$ cat config.mk
export PLATFORM = sky130hd
export DESIGN_NAME = frame_config_loader
export DESIGN_NICKNAME = d
export VERILOG_FILES = /design/src/rtl/frame_config_loader.sv
export SDC_FILE = /design/constraint.sdc
export NUM_CORES = 1
export LEC_CHECK = 0
export ABC_AREA = 1
export BUFFER_PORTS_ARGS = -buffer_cell sky130_fd_sc_hd__buf_2
export CAP_MARGIN = 20
export CORE_UTILIZATION = 56
export CTS_CLUSTER_SIZE = 28
export DETAILED_ROUTE_END_ITERATION = 7
export PLACE_DENSITY_LB_ADDON = 0.25
export SYNTH_ARGS = -nofsm -noshare
export SYNTH_HDL_FRONTEND = slang
export SYNTH_SLANG_ARGS = --single-unit
$ cat constraint.sdc
create_clock -name CLK -period 20.7 [get_ports CLK]
set_clock_uncertainty 0.15 [all_clocks]
set_input_delay 3.105 -clock CLK [delete_from_list [all_inputs] [get_ports CLK]]
set_output_delay 3.105 -clock CLK [all_outputs]
set_load 0.1 [all_outputs]
$ cat src/rtl/frame_config_loader.sv
// frame_config_loader
//   Bitstream configuration loader feeding the tile ConfigMems. Waits for a
//   sync word, then repeatedly parses a frame header (column/frame address),
//   assembles NumberOfRows data words onto FrameData and fires a one-cycle
//   one-hot FrameStrobe at the addressed column/frame. A header whose column
//   field equals DesyncCol closes the session.
//
// Ports
//   CLK          system clock, rising edge
//   RESET        asynchronous active-high reset
//   WriteData    bitstream word
//   WriteStrobe  WriteData valid; word accepted on WriteStrobe && Ready
//   Ready        loader can accept a word (low only in STROBE)
//   FrameData    assembled frame, row r at [r*FrameBitsPerRow +: FrameBitsPerRow]
//   FrameStrobe  one-hot latch pulse, bit col*MaxFramesPerCol + frame
//   ConfigActive session open (any state other than IDLE)
//   ConfigError  sticky out-of-range address flag, cleared on sync
//
// state  | meaning
// -------+-------------------------------------------------------------
// IDLE   | hunting for SyncWord, all other words discarded
// HEADER | next accepted word is a frame header or the desync header
// DATA   | collecting row words 0..NumberOfRows-1
// STROBE | one cycle: FrameStrobe pulse (if address valid), Ready low

module frame_config_loader #(
  parameter int          FrameBitsPerRow = 32,
  parameter int          MaxFramesPerCol = 20,
  parameter int          NumberOfRows    = 4,
  parameter int          NumberOfCols    = 4,
  parameter logic [31:0] SyncWord        = 32'hFAB0_FAB1,
  parameter logic [7:0]  DesyncCol       = 8'hFF
) (
  input  logic                                    CLK,
  input  logic                                    RESET,
  input  logic [FrameBitsPerRow-1:0]              WriteData,
  input  logic                                    WriteStrobe,
  output logic                                    Ready,
  output logic [FrameBitsPerRow*NumberOfRows-1:0] FrameData,
  output logic [MaxFramesPerCol*NumberOfCols-1:0] FrameStrobe,
  output logic                                    ConfigActive,
  output logic                                    ConfigError
);

  localparam int ROW_W   = (NumberOfRows > 1) ? $clog2(NumberOfRows) : 1;
  localparam int DATA_W  = FrameBitsPerRow * NumberOfRows;
  localparam int STB_W   = MaxFramesPerCol * NumberOfCols;
  localparam logic [ROW_W-1:0] LAST_ROW = ROW_W'(NumberOfRows - 1);

  typedef enum logic [1:0] {
    IDLE   = 2'd0,
    HEADER = 2'd1,
    DATA   = 2'd2,
    STROBE = 2'd3
  } state_t;

  state_t             state_q, state_d;
  logic [7:0]         col_q, col_d;
  logic [7:0]         frame_q, frame_d;
  logic [ROW_W-1:0]   row_q, row_d;
  logic [DATA_W-1:0]  frame_data_q, frame_data_d;
  logic [STB_W-1:0]   frame_strobe_q, frame_strobe_d;
  logic               config_error_q, config_error_d;

  logic               ready;
  logic               accept;
  logic [STB_W-1:0]   addr_hit;

  assign ready  = (state_q != STROBE);
  assign accept = WriteStrobe && ready;

  // Decode the latched address into the one-hot strobe vector. An
  // out-of-range column or frame matches no bit, so the vector stays zero.
  always_comb begin
    addr_hit = '0;
    for (int c = 0; c < NumberOfCols; c++) begin
      for (int f = 0; f < MaxFramesPerCol; f++) begin
        addr_hit[c*MaxFramesPerCol + f] = (col_q == 8'(c)) && (frame_q == 8'(f));
      end
    end
  end

  always_comb begin
    state_d        = state_q;
    col_d          = col_q;
    frame_d        = frame_q;
    row_d          = row_q;
    frame_data_d   = frame_data_q;
    frame_strobe_d = '0;
    config_error_d = config_error_q;

    case (state_q)
      IDLE: begin
        if (accept && (WriteData == SyncWord)) begin
          state_d        = HEADER;
          config_error_d = 1'b0;
        end
      end

      HEADER: begin
        if (accept) begin
          if (WriteData[31:24] == DesyncCol) begin
            state_d = IDLE;
          end else begin
            col_d   = WriteData[31:24];
            frame_d = WriteData[23:16];
            row_d   = '0;
            state_d = DATA;
          end
        end
      end

      DATA: begin
        if (accept) begin
          for (int r = 0; r < NumberOfRows; r++) begin
            if (row_q == ROW_W'(r)) begin
              frame_data_d[r*FrameBitsPerRow +: FrameBitsPerRow] = WriteData;
            end
          end
          if (row_q == LAST_ROW) begin
            // Strobe is registered so it appears exactly during STROBE.
            state_d        = STROBE;
            frame_strobe_d = addr_hit;
            if (addr_hit == '0) begin
              config_error_d = 1'b1;
            end
          end else begin
            row_d = row_q + 1'b1;
          end
        end
      end

      STROBE: begin
        state_d = HEADER;
      end

      default: begin
        state_d = IDLE;
      end
    endcase
  end

  always_ff @(posedge CLK or posedge RESET) begin
    if (RESET) begin
      state_q        <= IDLE;
      col_q          <= '0;
      frame_q        <= '0;
      row_q          <= '0;
      frame_data_q   <= '0;
      frame_strobe_q <= '0;
      config_error_q <= 1'b0;
    end else begin
      state_q        <= state_d;
      col_q          <= col_d;
      frame_q        <= frame_d;
      row_q          <= row_d;
      frame_data_q   <= frame_data_d;
      frame_strobe_q <= frame_strobe_d;
      config_error_q <= config_error_d;
    end
  end

  assign Ready        = ready;
  assign FrameData    = frame_data_q;
  assign FrameStrobe  = frame_strobe_q;
  assign ConfigActive = (state_q != IDLE);
  assign ConfigError  = config_error_q;

endmodule

==> metrics.md, run 1 <==
| Metric | Value |
|---|---|
| CP startpoint kind | flip-flop |
| Fmax achieved | between 0.2 and 0.25 GHz |
| Final setup fails | 0 |
| Fill count | between 1,000 and 1,500 |
| Root Driver | clkbuf_16 |
| Seq/Total Area, Yosys | a little under two thirds |
| Initial antenna violation count | 0 |
| Hold Startpoint | FrameData[96] |
| Via density | 5.07 |
| Worst-Skew Late Latency | 500 ps |
| RSZ-0062 raised after global routing | false |
| Layout Nets | about 1,300 |
| Pins Over Slew Limit | 0 |
| Global-route usage over all layers | 28.5% |
| Endpoint class of the critical path | primary output |
| Vias in the first global route | 6,982 |
| Final min period | ~5000 ps |
| Die extent in y | approximately 130 um |
| CTS Buf Count | 23 |
| Slew headroom | 34.8% |
| Io pins | ~250 |
| # Max-Cap Violations | 0 |
| PwrDens | roughly 91 nW/um^2 |
| Synth cell types | 22 |
| Syn_nets | just over 1,000 |
| Hold worst-path end | FrameData[96] |
| Min-Delay Path Class | flip-flop to flip-flop |
| # hold bufs at CTS | 0 |
| Cell row count | between 40 and 50 |
| Arrival time at the worst endpoint | approximately 1700 ps |
| CP Class | flip-flop to primary output |
| Least-Margin Pin Slew | approximately 1000 ps |
| GR Overflow Total | 0 |
| Vias | between 7,000 and 8,000 |
| RR Endpoint | FrameData[104] |
| Antenna Cells | 0 |
| Core Footprint | approximately 15,000 um^2 |
| Post-synth top area share | a little under two thirds |
| Largest net degree at the start of global routing | roughly 170 |
| Setup WS post-layout | between 15,000 and 20,000 ps |
| Layout cell share with drive strength beyond 1 | between 20% and 30% |
| R2R Setup Slk | around 18,000 ps |
| H-tree depth | 1 |
| Initial core utilization | between 50 and 60% |
| Pleak | just over 6 nW |
| Syn. warnings | 0 |
| Setup slack after placement | 15,360 ps |
| CTS tree | built |
| M1 wire length | 9480 um |
| Iteration-0 DRC Markers | 483 |
| Port Buffers | approximately 250 |
| Mapped Area | 8960 um^2 |
| Dominant cells by area after synthesis | dfrtp_1 (64%), nand2_1 (13%), o21ai_0 (8.7%) |
| Clock transition at path regs | roughly 60 ps |
| First-pass GRT wire length | 36,500 um |
| DP HPWL | 15,200 um |
| R2R depth | 8 |
| CTS resizes | 0 |
| R2R Path Start | state_q[0] |
| Post-Syn Instances | 978 |
| Min-Delay Path Depth | 2 |
| Total Power | around 0.001 W |
| Max layer used | met4 |
| Req. time, crit path | between 15,000 and 20,000 ps |
| Final cycle utilization of the critical path | roughly a quarter |
| Met2 Wirelength | 10,900 um |
| Post-CTS Setup Inserts | 0 |
| Final count of hold timing violations | 0 |
| Mean area per synthesized cell | around 9 um^2 |
| Synthesis-stage register bit count | 229 |
| Final ANT Viol Nets | 0 |
| Yosys top cell by area | dfrtp_1 |
| Met3 Routed Length | 1930 um |
| CP max FO | 5 |
| Clk sinks | ~230 |
| Die ar. | between 15,000 and 20,000 um^2 |
| Setup TNS | 0 ps |
| Drt drc | 0 |
| Placer Congestion | between 0.8 and 0.9 |
| Drt first pass iters | 5 |
| Area added between synthesis and finish | 24.7% |
| WL/cell | around 16 um |
| Drt total wl | 22,800 um |
| Final core utilization | 72.4% |
| Maximum root-to-sink buffer count | 3 |
| Status | complete, no violations |
| Die W | around 130 um |
| VDD IR max | 67.2 uV |
==> per-layer routing <==
| layer | GRT usage (%) | vias up |
|---|---|---|
| met4 | 8.30 | 0 |
| met3 | 6.94 | 39 |
| li1 | - | 3536 |
| met2 | 46.7 | 301 |
| met5 | 0 | - |
| met1 | 38.3 | 3416 |
==> through the flow <==
stage	std cells	hold slack (ps)	instance area [um^2]
floorplan	978	304	8960
global placement	1390	312	10300
detailed placement	1391	318	10300
CTS	1433	333	11100
global route	1439	355	11200
finish	1439	328	11200
==> worst max-delay path by stage <==
stage | startpoint | endpoint | slack, ps | cells past startpoint
floorplan | RESET | ConfigError | 11170 | 1
global placement | WriteStrobe | FrameData[99] | 15450 | 9
detailed placement | WriteStrobe | FrameData[109] | 15360 | 8
CTS | state_q[0] | ConfigActive | 15690 | 4
finish | state_q[0] | ConfigActive | 15720 | 4
global route | state_q[0] | ConfigActive | 15610 | 4
==> logic make-up (layout without fill, tap and decap cells) <==
logic type                 count (synthesis)  count (layout)  synth area share [%]
adders and majority gates                  9               9                  1.26
AOI/OAI and AO/OA                        159             159                  8.91
and+or+nand+nor                          480             480                  21.2
buffers and inverters                    101             351                  4.62
DFF                                      229             229                  64.0
==> cells in the final DEF (no fill, tap or decap), drive strengths merged <==
cell type    n
or2          1
nor3b        1
nor3         5
clkbuf      34
buf        254
nor2       147
ha           9
o21ai      156
clkinv       4
nand4        4
nand2      311
nand3       11
o211ai       1
inv         56
dfrtp      229
bufinv       3
a21oi        2
==> flip-flops by register name, indices dropped and copies added, names as in the netlist <==
signal,flops
FrameData,128
FrameStrobe,80
col_q,8
frame_q,8
row_q,2
state_q,2
ConfigError,1
==> power by group <==
group	switching [W]	internal, W
Clock	0.000167	0.000261
Sequential	0.00000775	0.000456
Combinational	0.0000965	0.0000329
==> cell type report <==
class	instances	area, um^2	area share, %
tap	211	264	2.36
multi-input combinational	648	2830	25.3
clock buffer	34	667	5.97
sequential	229	5730	51.3
inverter	55	214	1.91
clock inverter	8	119	1.06
timing repair buffer	254	1360	12.1
==> Yosys cell counts <==
library cell  instances
nand4_1               4
nor2_2               15
ha_1                  9
buf_2                15
nand3_1              11
nor2_1              130
dfrtp_1             229
a21oi_1               2
nor2_4                2
o21ai_0             155
buf_1                 2
clkbuf_1             28
buf_12                1
nand2_1             308
o21ai_1               1
nand2_4               1
o211ai_1              1
nor3b_1               1
nand2_2               2
inv_1                55
nor3_1                5
or2_2                 1
==> critical path, cell delays in order (launching register included) <==
cell	delay, ps
dfrtp_1	420
inv_1	80
ha_1	210
inv_1	80
buf_2	440
Power figures use the tool's default switching activity.
==> run 2: changes to the inputs <==
Settings changed: ABC_AREA 1 to 0, CORE_UTILIZATION 56 to 52.
Clock period 20.7 ns to 5.19 ns, I/O delays scaled along.
==> run 2 against run 1 <==
Compared with the run above: area after synthesis fell by 1.6%; combinational power rose to 28 times the previous value; total power grew to 7.6 times the previous value; final area is 1.5% lower; synthesized cell count down 33%; flip-flop and latch count unchanged; die area rose by 5.9%; largest cell class unchanged.
==> metrics.md, run 2 <==
| Metric | Value |
|---|---|
| EDFF count, synth | 0 (unchanged) |
| Final setup fails | 0 (unchanged) |
| GR Overflow Total | 0 (unchanged) |
| Final instance area | 11,000 um^2 (-1.5%) |
| DP HPWL | 13,400 um (-12%) |
| Iteration-0 DRC Markers | 285 (-41%) |
| Layout Nets | 939 (-25%) |
| Vias in the first global route | 5,993 (-14%) |
| RR Endpoint | FrameStrobe[64] |
| Commonest cells after routing, fill and taps aside | buf_2 (245), dfrtp_1 (229), mux2_2 (144), nor2_1 (94), nand2_1 (27) |
| Setup TNS | 0 ps (unchanged) |
| RSZ-0062 raised after global routing | false |
| WL/cell | 17.6 um (+11%) |
| Initial core utilization | 53.2% (-4.9 points) |
| Syn. warnings | 0 (unchanged) |
| Synth cell types | 47 (+110%) |
| R2R Path Start | state_q[0] |
| Least-Margin Pin Slew | 912 ps (-62.2 ps) |
| Fmax achieved | between 0.3 and 0.4 GHz |
| Final min period | around 3200 ps |
| Post-synth top area share | 65.0% (+1.0 points) |
| Clk sinks | 229 (unchanged) |
| Endpoint class of the critical path | flip-flop |
| Final ANT Viol Nets | 0 (unchanged) |
| Cell row count | 47 (+4.4%) |
| Multi-input logic area | 2910 um^2 (+2.8%) |
| Worst-Skew Late Latency | 500 ps (about the same) |
| # Max-Cap Violations | 0 (unchanged) |
| CP max FO | 34 (+29) |
| Mapped Area | 8810 um^2 (-1.6%) |
| Fill count | 1,264 (+5.2%) |
| Largest register FFs | 128 (unchanged) |
| Io pins | 246 (unchanged) |
| Req. time, crit path | 5450 ps (-11,990 ps) |
| H-tree depth | 1 (unchanged) |
| Post-CTS Setup Inserts | 0 (unchanged) |
| Status | complete, no violations |
| Pleak | 5.86 nW (-5.8%) |
| Top-count cell post-synth | dfrtp_1 |
| Core Footprint | 16,600 um^2 (+7.5%) |
| Commonest non-fill, non-tap cell in the layout | buf_2 |
| Yosys top cell by area | dfrtp_1 |
| Most used DFF post-synth | dfrtp_1 |
| # hold bufs at CTS | 0 (unchanged) |
| Seq/Total Area, Yosys | 65.0% (+1.0 points) |
| CP startpoint kind | flip-flop |
| Layout cell share with drive strength beyond 1 | 48.4% (+23 points) |
| List of most frequent post-synthesis cells | dfrtp_1 (229), mux2_2 (144), nor2_1 (94), nand2_1 (31), clkbuf_1 (18) |
| Via density | 5.25 (+3.7%) |
| Pins Over Slew Limit | 0 (unchanged) |
| Die extent in y | 132 um (+2.9%) |
| Global-route usage over all layers | 22.9% (-5.6 points) |
| CTS Buf Count | 23 (unchanged) |
| Final count of hold timing violations | 0 (unchanged) |
| Largest net degree at the start of global routing | 94 (-44%) |
| Drt drc | 0 (unchanged) |
| Maximum root-to-sink buffer count | 3 (unchanged) |
| Antenna Cells | 0 (unchanged) |
| First-pass GRT wire length | 31,900 um (-13%) |
| Mean area per synthesized cell | 13.4 um^2 (+47%) |
| R2R Setup Slk | 1980 ps (-15,910 ps) |
| Die W | 132 um (+2.9%) |
| Synthesis-stage register bit count | 229 (unchanged) |
| Dominant cells by area after synthesis | dfrtp_1 (65%), mux2_2 (18%), nor2_1 (4.0%) |
| Die ar. | 17,500 um^2 (+5.9%) |
| Async S/R FF share, synth | 100% (unchanged) |
| Root Driver | clkbuf_16 |
| Drt total wl | 19,900 um (-13%) |
| Placer Congestion | 0.898 (+6.0%) |
| Port Buffers | 245 (unchanged) |
| Initial antenna violation count | 0 (unchanged) |
| Slew headroom | 39.0% (+4.1 points) |
| Drt first pass iters | 4 (-1) |
| FF/Latch Area | 5730 um^2 (unchanged) |
| CP Class | flip-flop to flip-flop |
| CTS tree | built |
| CTS resizes | 0 (unchanged) |
| R2R depth | 7 (-1) |
| Area added between synthesis and finish | 24.9% (about the same) |
| Final cycle utilization of the critical path | about three fifths |
| Min-Delay Path Class | input pin to async pin |
| Clock transition at path regs | 60 ps (about the same) |
| Post-Syn Instances | 656 (-33%) |
| VDD IR max | 596 uV (+790%) |
| PwrDens | 703 nW/um^2 (+670%) |
| Vias | 5,942 (-19%) |
| Arrival time at the worst endpoint | 3460 ps (+1730 ps) |
| Syn_nets | 700 (-32%) |
| Placed cell areas | 10,200 um^2 (-0.53%) |
==> run 2: cell types whose count changed in the layout (fill, tap and decap cells not counted), moves of 15 or more <==
cell,before,now
nor2_2,15,0
mux2_2,0,144
inv_1,54,13
nor2_1,130,94
nand2_1,305,27
o21ai_0,155,9
==> run 2: final cells by class <==
cell class | count | area share, %
multi-input combinational | 379 | 26.4
timing repair buffer | 248 | 11.5
clock inverter | 11 | 1.23
tap | 220 | 2.50
clock buffer | 30 | 5.83
inverter | 14 | 0.512
sequential | 229 | 52.1
==> run 2: report_power, final <==
| group | switching [W] | leakage [nW] | internal, W | total, W |
|---|---|---|---|---|
| Combinational | 0.00290 | 2.41 | 0.000680 | 0.00358 |
| Clock | 0.000668 | 0.382 | 0.00102 | 0.00169 |
| Sequential | 0.000302 | 3.07 | 0.00217 | 0.00247 |
==> run 2: critical path: stages, from the launching register on <==
cell and delay, ps:
dfrtp_1 420, inv_1 100, ha_1 280, and3b_1 350, nand2_2 540, nor2_1 350
nand3_1 620, nor2_1 310
==> run 2: cells by family after synthesis <==
family                   count (synthesis)  synth area share [%]
buffers and inverters                   48                  2.14
multiplexers                           144                  18.4
flip-flops                             229                  65.0
AO/OA/AOI/OAI                           46                  3.59
AND/OR/NAND/NOR                        179                  9.48
XOR/XNOR                                 1                0.0994
adder cells (fa/ha/maj)                  9                  1.28
==> run 2: how the worst max path moves through the flow <==
stage                            from              end  slack (ps)
after floorplan                 RESET      ConfigError        1270
after global placement    WriteStrobe  FrameStrobe[77]        2050
after detailed placement  WriteStrobe  FrameStrobe[29]        1920
after CTS                  state_q[0]  FrameStrobe[39]        1910
after global routing       state_q[0]  FrameStrobe[21]        1600
final                      state_q[0]  FrameStrobe[64]        1980
==> run 2: per-layer routing <==
| layer | share of wire [%] | wire length, um | GRT usage [%] |
|---|---|---|---|
| met1 | 45 | 8880 | 31.4 |
| met2 | 46 | 9210 | 36.8 |
| met3 | 7.0 | 1390 | 5.46 |
| met4 | 1.9 | 386 | 6.32 |
| met5 | 0 | 0 | 0 |
==> run 2: metrics by stage <==
stage                     utilization (%)  hold WS (ps)  cells  power [W]  setup WS, ps
final                                66.4           280   1131    0.00774          1980
after global routing                 66.4           344   1131    0.00801          1600
after CTS                            66.4           300   1131    0.00778          1910
after detailed placement             61.7           337   1090    0.00608          1920
after global placement               61.7           329   1090    0.00603          2050
after floorplan                         -           330    656    0.00550          1270
